### config.mk
export PLATFORM = sky130hd
export DESIGN_NAME = minute_clock_generator_flat
export DESIGN_NICKNAME = d
export VERILOG_FILES = /design/src/rtl/minute_clock_generator_pkg.sv /design/src/rtl/minute_clock_generator_if.sv /design/src/rtl/minute_clock_generator_tick_prescaler.sv /design/src/rtl/minute_clock_generator.sv /design/src/flat_wrapper.sv
export SDC_FILE = /design/constraint.sdc
export NUM_CORES = 1
export LEC_CHECK = 0
export BUFFER_PORTS_ARGS = -buffer_cell sky130_fd_sc_hd__buf_2
export CORE_UTILIZATION = 52
export CTS_CLUSTER_DIAMETER = 150
export DETAILED_ROUTE_END_ITERATION = 12
export PLACE_DENSITY = 0.7
export SLEW_MARGIN = 20
export SYNTH_ARGS = -nofsm -noshare
export SYNTH_HDL_FRONTEND = slang
export SYNTH_HIERARCHICAL = 1
export SYNTH_SLANG_ARGS = --single-unit
### constraint.sdc
create_clock -name clock -period 4.8 [get_ports clock]
set_input_delay 0.96 -clock clock [delete_from_list [all_inputs] [get_ports clock]]
set_output_delay 0.96 -clock clock [all_outputs]
set_load 0.005 [all_outputs]
### src/rtl/minute_clock_generator_pkg.sv
// Shared definitions for the minute clock generator: FSM states and
// the seconds-counter constants.
package clock_pkg;

  typedef enum logic [1:0] {
    STOP     = 2'd0,
    RUN      = 2'd1,
    ADV_LOW  = 2'd2,
    ADV_HIGH = 2'd3
  } clk_state_e;

  localparam int SECONDS_PER_MINUTE = 60;
  localparam int HALF_MINUTE        = 30;
  localparam int SECONDS_W          = 6;

endpackage

### src/rtl/minute_clock_generator_if.sv
// Control/status bundle of the minute clock generator; the slave side is
// the generator itself, the master side is whoever drives run/advReq.
interface minute_clock_generator_if;
  import clock_pkg::*;

  logic                 run;
  logic                 advReq;
  logic                 advAck;
  logic                 secondTick;
  logic                 minuteTick;
  logic [SECONDS_W-1:0] seconds;
  logic                 minuteClock;

  modport master (
    output run, advReq,
    input  advAck, secondTick, minuteTick, seconds, minuteClock
  );

  modport slave (
    input  run, advReq,
    output advAck, secondTick, minuteTick, seconds, minuteClock
  );
endinterface

### src/rtl/minute_clock_generator_tick_prescaler.sv
// Modulo-N counter with enable and synchronous clear; tc_o flags the
// terminal value N-1 regardless of enable.
module tick_prescaler #(
  parameter int N = 4
) (
  input  logic clk,
  input  logic rst_n,
  input  logic en_i,
  input  logic clr_i,
  output logic tc_o
);
  localparam int W = (N > 1) ? $clog2(N) : 1;

  logic [W-1:0] cnt_q, cnt_d;

  assign tc_o = (cnt_q == W'(N - 1));

  always_comb begin
    cnt_d = cnt_q;
    if (clr_i)     cnt_d = '0;
    else if (en_i) cnt_d = tc_o ? '0 : cnt_q + W'(1);
  end

  always_ff @(posedge clk or negedge rst_n) begin
    if (!rst_n) cnt_q <= '0;
    else        cnt_q <= cnt_d;
  end
endmodule

### src/rtl/minute_clock_generator.sv
// Seconds timekeeper producing a once-per-minute square wave, with a
// fast-advance sequence that inserts one extra minuteClock pulse on request.
module minute_clock_generator
  import clock_pkg::*;
#(
  parameter int CLK_HZ   = 50000000,
  parameter int ADV_HALF = 4
) (
  input  logic                     clock,
  input  logic                     resetN,
  minute_clock_generator_if.slave  bus
);
  localparam int AW = $clog2(ADV_HALF + 1);

  clk_state_e           state_q, state_d;
  logic [AW-1:0]        adv_cnt_q, adv_cnt_d;
  logic [SECONDS_W-1:0] sec_q, sec_d;
  logic                 mclk_q, mclk_d;
  logic                 presc_tc, presc_en, presc_clr;
  logic                 adv_last, adv_go, tick;

  tick_prescaler #(.N(CLK_HZ)) u_presc (
    .clk   (clock),
    .rst_n (resetN),
    .en_i  (presc_en),
    .clr_i (presc_clr),
    .tc_o  (presc_tc)
  );

  assign adv_last = (adv_cnt_q == AW'(ADV_HALF - 1));
  assign bus.advAck = (state_q == ADV_HIGH) && adv_last;
  assign adv_go = bus.advReq && !bus.advAck;

  always_comb begin
    state_d   = state_q;
    adv_cnt_d = adv_cnt_q;
    sec_d     = sec_q;
    mclk_d    = mclk_q;
    tick      = 1'b0;
    presc_en  = 1'b0;
    presc_clr = 1'b0;
    unique case (state_q)
      STOP: begin
        if (adv_go) begin
          state_d   = ADV_LOW;
          adv_cnt_d = '0;
        end else if (bus.run) begin
          state_d = RUN;
        end
      end
      RUN: begin
        // A wrap landing on the advance-entry cycle is dropped with the tick.
        if (adv_go) begin
          state_d   = ADV_LOW;
          adv_cnt_d = '0;
        end else begin
          presc_en = 1'b1;
          tick     = presc_tc;
          if (!bus.run) state_d = STOP;
        end
      end
      ADV_LOW: begin
        adv_cnt_d = adv_cnt_q + AW'(1);
        if (adv_last) begin
          state_d   = ADV_HIGH;
          adv_cnt_d = '0;
        end
      end
      ADV_HIGH: begin
        adv_cnt_d = adv_cnt_q + AW'(1);
        if (adv_last) begin
          adv_cnt_d = '0;
          presc_clr = 1'b1;
          sec_d     = '0;
          // A still-held request chains straight into the next low phase.
          if (bus.advReq)   state_d = ADV_LOW;
          else if (bus.run) state_d = RUN;
          else              state_d = STOP;
        end
      end
      default: state_d = STOP;
    endcase

    if (tick) begin
      sec_d = (sec_q == SECONDS_W'(SECONDS_PER_MINUTE - 1)) ? '0 : sec_q + SECONDS_W'(1);
      if (sec_d == '0)                         mclk_d = 1'b1;
      else if (sec_d == SECONDS_W'(HALF_MINUTE)) mclk_d = 1'b0;
    end

    // The register is loaded from the next state so the forced level is
    // visible for exactly the cycles spent in each advance phase.
    if (state_d == ADV_LOW)       mclk_d = 1'b0;
    else if (state_d == ADV_HIGH) mclk_d = 1'b1;
  end

  always_ff @(posedge clock or negedge resetN) begin
    if (!resetN) begin
      state_q   <= STOP;
      adv_cnt_q <= '0;
      sec_q     <= '0;
      mclk_q    <= 1'b0;
    end else begin
      state_q   <= state_d;
      adv_cnt_q <= adv_cnt_d;
      sec_q     <= sec_d;
      mclk_q    <= mclk_d;
    end
  end

  assign bus.secondTick  = tick;
  assign bus.minuteTick  = tick && (sec_q == SECONDS_W'(SECONDS_PER_MINUTE - 1));
  assign bus.seconds     = sec_q;
  assign bus.minuteClock = mclk_q;
endmodule

### src/flat_wrapper.sv
// flat-port wrapper written by rule: the top's interface ports become plain ports
module minute_clock_generator_flat import clock_pkg::*;
#(
  parameter int CLK_HZ   = 50000000,
  parameter int ADV_HALF = 4
)
  (clock, resetN, bus_run, bus_advReq, bus_advAck, bus_secondTick, bus_minuteTick, bus_seconds, bus_minuteClock);
  minute_clock_generator_if bus_i ();
  input  logic clock;
  input  logic resetN;
  input wire logic [$bits(bus_i.run)-1:0] bus_run;
  input wire logic [$bits(bus_i.advReq)-1:0] bus_advReq;
  output wire logic [$bits(bus_i.advAck)-1:0] bus_advAck;
  output wire logic [$bits(bus_i.secondTick)-1:0] bus_secondTick;
  output wire logic [$bits(bus_i.minuteTick)-1:0] bus_minuteTick;
  output wire logic [$bits(bus_i.seconds)-1:0] bus_seconds;
  output wire logic [$bits(bus_i.minuteClock)-1:0] bus_minuteClock;
  assign bus_i.run = bus_run;
  assign bus_i.advReq = bus_advReq;
  assign bus_advAck = bus_i.advAck;
  assign bus_secondTick = bus_i.secondTick;
  assign bus_minuteTick = bus_i.minuteTick;
  assign bus_seconds = bus_i.seconds;
  assign bus_minuteClock = bus_i.minuteClock;
  minute_clock_generator #(.CLK_HZ(CLK_HZ), .ADV_HALF(ADV_HALF)) u_core (.clock(clock), .resetN(resetN), .bus(bus_i));
endmodule
==> results.json <==
{
  "end_kind": "output pin",
  "grt-ovfl-total": 0,
  "final-setup-viol-count": 0,
  "crit_slowest_cell": "dfrtp_1",
  "grt_max_degree": 39,
  "cts-root-buf": "clkbuf_8",
  "fmax_ghz": 0.278,
  "crit_path_start_kind": "register",
  "clk_pin_slew_ps": 80,
  "ys_seq_area_share_pct": 40.8,
  "worstPathArrival_ps": 2640,
  "post_drt_wl_per_cell_microns": 15.6,
  "ant_nets": 0,
  "synth_edf_count": 0,
  "vias_per_cell": 6.31,
  "port_buffers": 13,
  "ys_types": 57,
  "crit_family": "simple AND/OR/NAND/NOR gates",
  "post-route-min-period_ps": 3600,
  "cap_violations": 0,
  "fin_crit_sh_pct": 75.0,
  "hold_viol_final": 0,
  "drt_iter0_markers": 134,
  "crit_chain": "ha_1 > nand3_1 > or2_0 > nor3_1 > nand4bb_1 > nor4_1 > buf_2",
  "vias": 1968,
  "regArea_sq_um": 951,
  "post_cts_resized": 0,
  "ys_warn_count": 6,
  "highest_layer": "met4",
  "async_reset_ff_share_pct": 100,
  "fp.dieH_microns": 69.0,
  "holdBufCountCts": 0,
  "setup_tns_ps": 0,
  "grt_pass1_wl_microns": 8450,
  "netlist_instances": 254,
  "cts_buffer_depth": 2,
  "cp_num_buf_inv": 1,
  "drive_above_1_share_pct": 12.6,
  "postPlaceCellArea_sq_um": 2370,
  "syn2layout_area_growth_pct": 6.44,
  "track_usage_pct": 23.9,
  "post-route-util_pct": 59.9,
  "clock_latency_ps": 290,
  "initial_core_util_pct": 56.3,
  "clock-sinks": 38,
  "drv_slew": 0,
  "wl_met3_microns": 173,
  "cts_tree": "done",
  "max_stage_delay_ps": 430,
  "total_power_w": 0.000817,
  "required_ps": 3840,
  "syn_nets": 262,
  "dieArea_sq_um": 4760,
  "gp_congestion": 0.773,
  "cts-htree-levels": 2,
  "num-fill-cells": 386,
  "cts_setup_buffers": 0,
  "vdd_drop_max_mv": 0.238,
  "relSlewSlack_pct": 26.8,
  "critical_path_class": "register to output pin",
  "drt-total-wl_microns": 4860,
  "synth-seq-cells": 38,
  "dpl.hpwl_microns": 3370,
  "io_pins": 14,
  "final_cell_area_sq_um": 2480,
  "cts_made_buffers": 5,
  "core-area_sq_um": 4140,
  "worst_pin_slew_ps": 1090,
  "status": "finished, final reports clean",
  "finalClockSkew_ps": 6.94,
  "synth_area_sq_um": 2330,
  "crit_fanout": 7,
  "drt-met1-wl_microns": 2260,
  "syn_avg_cell_area_sq_um": 9.18,
  "hold_class": "register to register",
  "drt-pass1-iter-count": 4,
  "drc": 0,
  "multi_input_area_sq_um": 1260,
  "finalNetCount": 269,
  "synth_ff_type": "dfrtp_1",
  "grt_pass1_vias": 1839,
  "row_count": 23,
  "die_x_microns": 69.0,
  "wl_met2_microns": 2370,
  "total_leakage_power_nw": 1.01,
  "p_per_area_nw_per_um2": 329,
  "diodes": 0,
  "antenna_found_initial": 0,
  "rsz0062_at_grt": "false"
}
## layout by cell type (no fill, tap or decap), types with 3 or more instances in the layout
cell type and n:
o31ai_1 7, nor3_1 8, buf_2 13, or4_1 10, nor2b_1 4, nand2_1 20
dfrtp_1 38, and4_1 3, ha_1 4, nand4_1 8, a31oi_1 5, nand3_1 7
nand2b_1 6, nor2_1 19, or3_1 7, a21oi_1 23, xnor2_1 7, clkbuf_8 8
o21ai_0 8, inv_1 7, nor4_1 4, o21ai_1 4
## cell type report
class                   count  share of cell area [%]
multi-input cells         195                    50.9
repair buffers             13                    2.62
inverters                   8                    1.21
clock buffers               8                    4.44
flip-flops and latches     38                    38.3
well taps                  50                    2.52
## per-stage QoR
step / std cells / hold WS, ps / worst slack [ps]
final: 312 / 493 / 1200
after global routing: 312 / 519 / 1030
after CTS: 312 / 499 / 1230
after detailed placement: 304 / 482 / 1350
after global placement: 304 / 482 / 1440
after floorplan: 254 / 458 / 1950
## flip-flops by register name, indices dropped and copies added, names as in the netlist
signal / cells
u_core/adv_cnt_q: 3
u_core/state_q: 2
u_core/bus.seconds: 6
u_core/bus.minuteClock: 1
u_core/u_presc/cnt_q: 26
## path summary, 6_finish.rpt
path | from | endpoint | cells past startpoint | slack (ps)
max in group asynchronous | resetN | u_core/u_presc/cnt_q[23] | 1 | 3500
max | u_core/u_presc/cnt_q[0] | bus_minuteTick | 7 | 1200
min | u_core/adv_cnt_q[2] | u_core/adv_cnt_q[2] | 1 | 490
min in group asynchronous | resetN | u_core/u_presc/cnt_q[13] | 1 | 770
max reg2reg | u_core/adv_cnt_q[0] | u_core/u_presc/cnt_q[20] | 7 | 1640
min reg2reg | u_core/adv_cnt_q[2] | u_core/adv_cnt_q[2] | 1 | 490
## cell families after synthesis
family          Yosys count  share of synthesized area (%)
simple gates            118                           30.3
compound gates           63                           17.9
flops                    38                           40.8
buf+inv                  21                           5.04
xor+xnor                  9                           3.38
fa+ha+maj                 4                           2.15
mux                       1                          0.429
## per-layer routing
layer	GRT usage (%)	vias to the layer above
met4	7.91	0
met2	39.7	37
li1	-	965
met5	0	-
met3	4.61	6
met1	31.1	960
## where the power goes
group / switching (W) / leakage, nW / internal [W]
clock network: 0.000113 / 0.0575 / 0.000145
logic: 0.0000965 / 0.439 / 0.0000726
registers: 0.0000373 / 0.512 / 0.000353
total: 0.000247 / 1.01 / 0.000570
## worst reg2reg max path, cell delays in order (launching register included)
cell and delay (ps):
dfrtp_1 380, ha_1 180, nor2b_1 240, and3_1 470
o21ai_1 260, or4_1 680, or4b_2 700, a21oi_1 160
## cells in the mapped netlist (4+ instances only)
cell type / number / area, sq um
a21oi_1: 23 / 115
a31oi_1: 5 / 31.3
buf_2: 7 / 35.0
dfrtp_1: 38 / 951
ha_1: 4 / 50.1
inv_1: 7 / 26.3
nand2_1: 20 / 75.1
nand2b_1: 6 / 37.5
nand3_1: 7 / 35.0
nand4_1: 8 / 50.1
nor2_1: 19 / 71.3
nor2b_1: 4 / 25.0
nor3_1: 8 / 40.0
nor4_1: 4 / 25.0
o21ai_0: 8 / 40.0
o21ai_1: 4 / 20.0
o31ai_1: 7 / 52.6
or3_1: 7 / 43.8
or4_1: 10 / 75.1
xnor2_1: 7 / 61.3
Power figures use the tool's default switching activity.
